**config.mk**
```make
export PLATFORM = sky130hd
export DESIGN_NAME = au_seq
export DESIGN_NICKNAME = d
export VERILOG_FILES = /design/src/rtl/au_seq.sv
export SDC_FILE = /design/constraint.sdc
export NUM_CORES = 1
export LEC_CHECK = 0
export CAP_MARGIN = 20
export CORE_AREA = 2 2 89 91
export DETAILED_ROUTE_END_ITERATION = 12
export DIE_AREA = 0 0 91 93
export GPL_ROUTABILITY_DRIVEN = 0
export GPL_TIMING_DRIVEN = 0
export PLACE_DENSITY = 0.85
export SLEW_MARGIN = 20
export SYNTH_ARGS = -nofsm -noshare
export SYNTH_HDL_FRONTEND = slang
export SYNTH_SLANG_ARGS = --single-unit
```
**constraint.sdc**
```tcl
create_clock -name clk -period 4.7 [get_ports clk]
set_clock_uncertainty 0.2 [all_clocks]
set_input_delay 0.94 -clock clk [delete_from_list [all_inputs] [get_ports clk]]
set_output_delay 0.94 -clock clk [all_outputs]
set_load 0.01 [all_outputs]
```
**src/rtl/au_seq.sv**
```systemverilog
// rtl/au_seq.sv - command sequencer owning the control side of the 8-bit arithmetic unit
module au_seq #(
  parameter int W    = 8,
  parameter int NREG = 4,
  localparam int RW  = $clog2(NREG)
) (
  input  logic          clk,
  input  logic          rst_n,
  input  logic          cmd_valid,
  output logic          cmd_ready,
  input  logic [3:0]    cmd_op,
  input  logic [RW-1:0] cmd_rd,
  input  logic [RW-1:0] cmd_rs,
  input  logic [W-1:0]  cmd_imm,
  output logic          au_en,
  output logic [3:0]    ac,
  output logic [W-1:0]  a,
  output logic [W-1:0]  b,
  input  logic [W-1:0]  t,
  input  logic          gf,
  output logic          rsp_valid,
  input  logic          rsp_ready,
  output logic [W-1:0]  rsp_data,
  output logic          rsp_gf,
  output logic          rsp_err,
  output logic          busy
);

  typedef enum logic [1:0] {IDLE, ISSUE, RESP} state_t;

  localparam logic [3:0] OP_LDI = 4'b0000;
  localparam logic [3:0] OP_RD  = 4'b0001;

  state_t        state;
  logic [W-1:0]  regs [NREG];
  logic [RW-1:0] rd_q;

  function automatic logic is_au_op(input logic [3:0] op);
    case (op)
      4'b1000, 4'b1001, 4'b0100, 4'b0101, 4'b1101: return 1'b1;
      default:                                     return 1'b0;
    endcase
  endfunction

  // rsp_gf doubles as the flag register; it only moves at the ISSUE writeback.
  always_ff @(posedge clk or negedge rst_n) begin
    if (!rst_n) begin
      state     <= IDLE;
      for (int i = 0; i < NREG; i++) regs[i] <= '0;
      rd_q      <= '0;
      au_en     <= 1'b0;
      ac        <= 4'b0000;
      a         <= '0;
      b         <= '0;
      cmd_ready <= 1'b1;
      busy      <= 1'b0;
      rsp_valid <= 1'b0;
      rsp_data  <= '0;
      rsp_gf    <= 1'b0;
      rsp_err   <= 1'b0;
    end else begin
      case (state)
        IDLE: begin
          if (cmd_valid) begin
            cmd_ready <= 1'b0;
            busy      <= 1'b1;
            rd_q      <= cmd_rd;
            rsp_err   <= 1'b0;
            if (is_au_op(cmd_op)) begin
              state <= ISSUE;
              au_en <= 1'b1;
              ac    <= cmd_op;
              a     <= regs[cmd_rs];
              b     <= regs[cmd_rd];
            end else begin
              state     <= RESP;
              rsp_valid <= 1'b1;
              case (cmd_op)
                OP_LDI: begin
                  regs[cmd_rd] <= cmd_imm;
                  rsp_data     <= cmd_imm;
                end
                OP_RD:   rsp_data <= regs[cmd_rd];
                default: begin
                  rsp_data <= '0;
                  rsp_err  <= 1'b1;
                end
              endcase
            end
          end
        end
        ISSUE: begin
          au_en      <= 1'b0;
          ac         <= 4'b0000;
          a          <= '0;
          b          <= '0;
          regs[rd_q] <= t;
          rsp_gf     <= gf;
          rsp_data   <= t;
          rsp_valid  <= 1'b1;
          state      <= RESP;
        end
        RESP: begin
          if (rsp_ready) begin
            rsp_valid <= 1'b0;
            cmd_ready <= 1'b1;
            busy      <= 1'b0;
            state     <= IDLE;
          end
        end
        default: state <= IDLE;
      endcase
    end
  end

endmodule

```
Word-level counts from Yosys, hierarchy flattened --
Cells that the tools add are included.
Storage, ports and cells: bits in registers 70, input bits 29, logic and storage cells 103
Operators by class: order comparisons 5, equality and inequality tests 13, multiplexer cells 50, bitwise logic cells 3, reduce and logical (&&, ||, !) cells 16
Operators with widths (count):
- $mux W32 | 3
- $mux W8 | 12
- $bwmux W32 | 2
- $pmux W32 S2 | 1
- $pmux W8 S2 | 4
- $bmux W8 S2 | 2
- $demux W8 S2 | 2
- $mux W1 | 13
- $eq A4 B4 Y1 const B | 3
- $ge A3 B3 Y1 const B | 3
- $not A2 Y3 | 3
- $reduce_and A3 Y1 | 3
- $eq A4 B3 Y1 const B | 2
- $mux W4 | 2
- $ne A2 B2 Y1 const B | 4
- $pmux W4 S2 | 1
- $reduce_and A4 Y1 | 2
- $lt A3 B1 Y1 const B | 2
- $mux W2 | 3
- $pmux W1 S2 | 3
- $pmux W2 S3 | 1
- $reduce_or A5 Y1 | 1
- $eq A4 B1 Y1 const B | 1
- $logic_not A4 Y1 | 1
- 10 further kinds | 13

Depth between registers and ports, before layout --
depth in word-level cells 10, depth in mapped cells 8, depth with buffers taken out 4

Worst setup path after synthesis --
No wires, ideal clock.
path type input port to flip-flop, from in cmd_op[2], to reg regs[6] in the netlist's numbering, arrival 2.141 ns, required time 4.366 ns, setup slack 2.225 ns, cell stages on the path 7, path buffers 3, cells stage by stage and3b_1 clkbuf_1 o311a_1 buf_6 buf_6 a211oi_1 a211oi_2
Between the ends: cells in the longest elaborated chain, start to end 7, elaborated cells on any way between the ends 13
Ends and longest elaborated chain:
- from (decl) | RTL line 11 | input logic [3:0] cmd_op,
- $eq A4 B4 Y1 / $eq A4 B3 Y1 (equally long branches) | RTL line 39 | case (op)
- $reduce_or A5 Y1 | RTL line 39
- $mux W1 | RTL line 39
- $mux W1 | RTL line 64 | if (cmd_valid) begin
- $mux W1 | RTL line 62 | case (state)
- $ne A2 B2 Y1 (no source line)
- $reduce_and A4 Y1 (no source line) (*)
- to (signal, indexed assignment) | RTL line 80 | regs[cmd_rd] <= cmd_imm;
- to (signal, indexed assignment) | RTL line 97 | regs[rd_q] <= t;
- to (decl) | RTL line 35 | logic [W-1:0] regs [NREG];
Every way passes the cells marked *; elsewhere a longest branch is shown, timed or not. The select of a mux whose other input is x is not followed. A chain may end at the register's enable or synchronous reset.

Final worst setup path --
from in cmd_op[2], to reg regs[18] in the netlist's numbering
Same word-level chain as after synthesis.

==> flow_metrics.env <==
export IMPL_status="finished, final reports clean"
export IMPL_worstSkewPairLatency_ns=0.36
export IMPL_pwr_share_clk_pct=32.0
export IMPL_antenna_found_initial=0
export IMPL_grt_overflow_total=0
export IMPL_p_switching_uw=594
export IMPL_rr_worst_depth=7
export IMPL_ir_drop_mv=0.173
export IMPL_start_kind="input port"
export IMPL_ctsResizeCount=0
export IMPL_whs_ns=0.281
export IMPL_synth_edf_count=0
export IMPL_grt_max_degree=47
export IMPL_drtAntennaViolNets=0
export IMPL_cp_required_ns=4.73
export IMPL_dr_wl_met2_mm=5.98
export IMPL_wl_mm=13.0
export IMPL_grt_usage_pct=31.4
export IMPL_cts_tree="built"
export IMPL_fill_cells=553
export IMPL_drtIter0Drc=438
export IMPL_hold_path_class="in -> async"
export IMPL_r2r_end="regs[7]"
export IMPL_finalPower_mw=1.79
export IMPL_die_area_sq_um=8460
export IMPL_slew_violations=0
export IMPL_drive_gt1_share_pct=28.9
export IMPL_dieHeight_um=93
export IMPL_arrival_ns=2.99
export IMPL_post_route_period_util_pct=63.1
export IMPL_drc_errors=0
export IMPL_clock_root_buffer="clkbuf_8"
export IMPL_crit_path_max_fanout=10
export IMPL_maxCapViolations=0
export IMPL_min_period_ns=2.96
export IMPL_io_pins=63
export IMPL_fmax_mhz=337
export IMPL_avgSynthCellArea_sq_um=12.2
export IMPL_crit_type="in -> reg"
export IMPL_slew_limit_headroom_pct=40.2
export IMPL_htreeDepth=3
export IMPL_postCtsSetupBuffers=0
export IMPL_die_w_um=91
export IMPL_syn_inst=356
export IMPL_io_buffer_count=60
export IMPL_antenna_cells=0
export IMPL_cp_depth=6
export IMPL_yosys_warnings=0
export IMPL_p_int_mw=1.20
export IMPL_grt_pass1_wl_mm=20.2
export IMPL_cts_clk_slew_worst_paths_ns=0.09
export IMPL_yosys_cell_types_count=41
export IMPL_m1WireLength_mm=5.09
export IMPL_power_frac_seq_pct=39.6
export IMPL_power_leakage_nw=2.11
export IMPL_num_vias=3789
export IMPL_synth_seq_area_share_pct=40.4
export IMPL_cp_slowest_stage_delay_ns=0.49
export IMPL_fp_row_count=32
export IMPL_syn_num_nets=385
export IMPL_area_growth_pct=22.7
export IMPL_crit_chain="clkdlybuf4s50_1, nor2_1, a21oi_1, buf_2, a221oi_1, a211oi_2"
export IMPL_wl_met3_mm=1.12
export IMPL_critPathSlowestCell="a221oi_1"
export IMPL_dr_pass1_iters=6
export IMPL_crit_family="compound AO/OA/AOI/OAI gates"
export IMPL_async_reset_ff_share_pct=100
export IMPL_synth_ff_type="dfrtp_1"
export IMPL_worst_slew_pin_slew_ns=0.887
export IMPL_cts_hold_buffers=0
export IMPL_crit_path_end_kind="flop"
export IMPL_cts_buffers=9
export IMPL_highest_layer="met4"
export IMPL_setup_tns_ns=0
export IMPL_clock_sinks=70
export IMPL_p_per_area_nw_per_um2=337
export IMPL_synth_seq_cells=70
export IMPL_hold_violations=0
export IMPL_nNetsFinal=457
export IMPL_cts_buffer_depth=2
export IMPL_wire_per_inst_um=24.3
export IMPL_coreArea_sq_um=7530
export IMPL_crit_buf_inv=2
export IMPL_switching_share_pct=33.1
export IMPL_reg2reg_setup_slack_ns=2.44
export IMPL_grt_pass1_vias=3610
export IMPL_dpl_hpwl_mm=9.55
export IMPL_syn_cell_area_sq_um=4330
export IMPL_start_util_pct=57.6
export IMPL_timing_rr_start="state[1]"
export IMPL_grt_setup_unrepaired="false"
export IMPL_setup_violations=0
export IMPL_pwr_share_comb_pct=28.4
export IMPL_via_per_inst=7.08
## cell usage in the layout (no fill, tap or decap), drive strengths merged, types with 2 or more instances in the layout
cell            n
dfrtp          69
a211oi         65
clkdlybuf4s50  59
nor2           40
a221oi         32
buf            27
a22o           19
clkbuf         19
mux4           16
and2           13
a21oi          13
o21ai          11
mux2i           8
inv             6
a21o            5
nor3            3
nor2b           3
nand2           3
mux2            2
nor3b           2
bufinv          2
nand2b          2
## cell usage after synthesis (5+ instances only)
library cell,number,area share (%)
o21ai_1,9,1.0
mux4_2,8,4.2
buf_6,5,1.3
clkbuf_1,9,0.78
a221oi_1,32,6.5
and2_1,13,1.9
buf_2,12,1.4
a211oi_1,5,0.87
mux2i_1,8,1.8
a22o_1,19,3.8
a211oi_2,60,17
mux4_1,8,4.8
a21oi_1,13,1.5
buf_4,6,1.0
dfrtp_1,69,40
nor2_1,40,3.5
## final cells by class
class / count / area, sq um / share of cell area, %
sequential: 70 / 1750 / 33.0
tap: 102 / 128 / 2.40
buffer: 35 / 208 / 3.91
clock inverter: 7 / 105 / 1.98
inverter: 3 / 11.3 / 0.212
clock buffer: 9 / 124 / 2.33
timing repair buffer: 61 / 626 / 11.8
multi-input combinational: 248 / 2360 / 44.4
## metrics by stage
stage	area (sq um)	setup WS (ns)	util, %	std cells
after floorplan	4330	2.23	-	356
after global placement	5060	0.154	67.3	518
after detailed placement	5090	1.50	67.6	519
after CTS	5320	1.85	70.6	535
after global routing	5320	1.73	70.6	535
final	5320	1.74	70.6	535
## registers in the layout, indices dropped and copies added, names as in the netlist, 2 cells and up
| name | cells |
|---|---|
| ac | 4 |
| rsp_data | 8 |
| b | 8 |
| state | 2 |
| regs | 32 |
| a | 8 |
| rd_q | 2 |
## routing by layer
metal | track usage [%] | vias up
met2 | 50.2 | 260
met3 | 7.01 | 63
li1 | - | 1579
met1 | 39.7 | 1887
met5 | 0 | -
met4 | 17.7 | 0
## cell families (layout without fill, tap and decap cells)
kind of cell | count (synthesis) | after routing | synth area share, %
buf+inv | 38 | 115 | 5.05
mux | 26 | 26 | 11.4
simple gates | 71 | 71 | 8.92
flops | 70 | 70 | 40.4
compound gates | 151 | 151 | 34.2
## power by group through the flow
stage                     combinational [mW]  clock [mW]  sequential, mW
after global placement                 0.480           0           0.718
after global routing                   0.542       0.599           0.718
after CTS                              0.503       0.571           0.710
after detailed placement               0.502           0           0.722
final                                  0.509       0.574           0.711
after floorplan                        0.276           0           0.732
## worst max-delay path by stage
stage	startpoint	to	slack [ns]
final	cmd_op[2]	regs[18]	1.74
after global routing	cmd_op[2]	regs[10]	1.73
after CTS	cmd_op[0]	regs[3]	1.85
after detailed placement	cmd_op[2]	regs[18]	1.50
after global placement	rst_n	regs[20]	0.15
after floorplan	cmd_op[2]	regs[6]	2.23
Note: power is estimated with default switching activity, not from simulation.
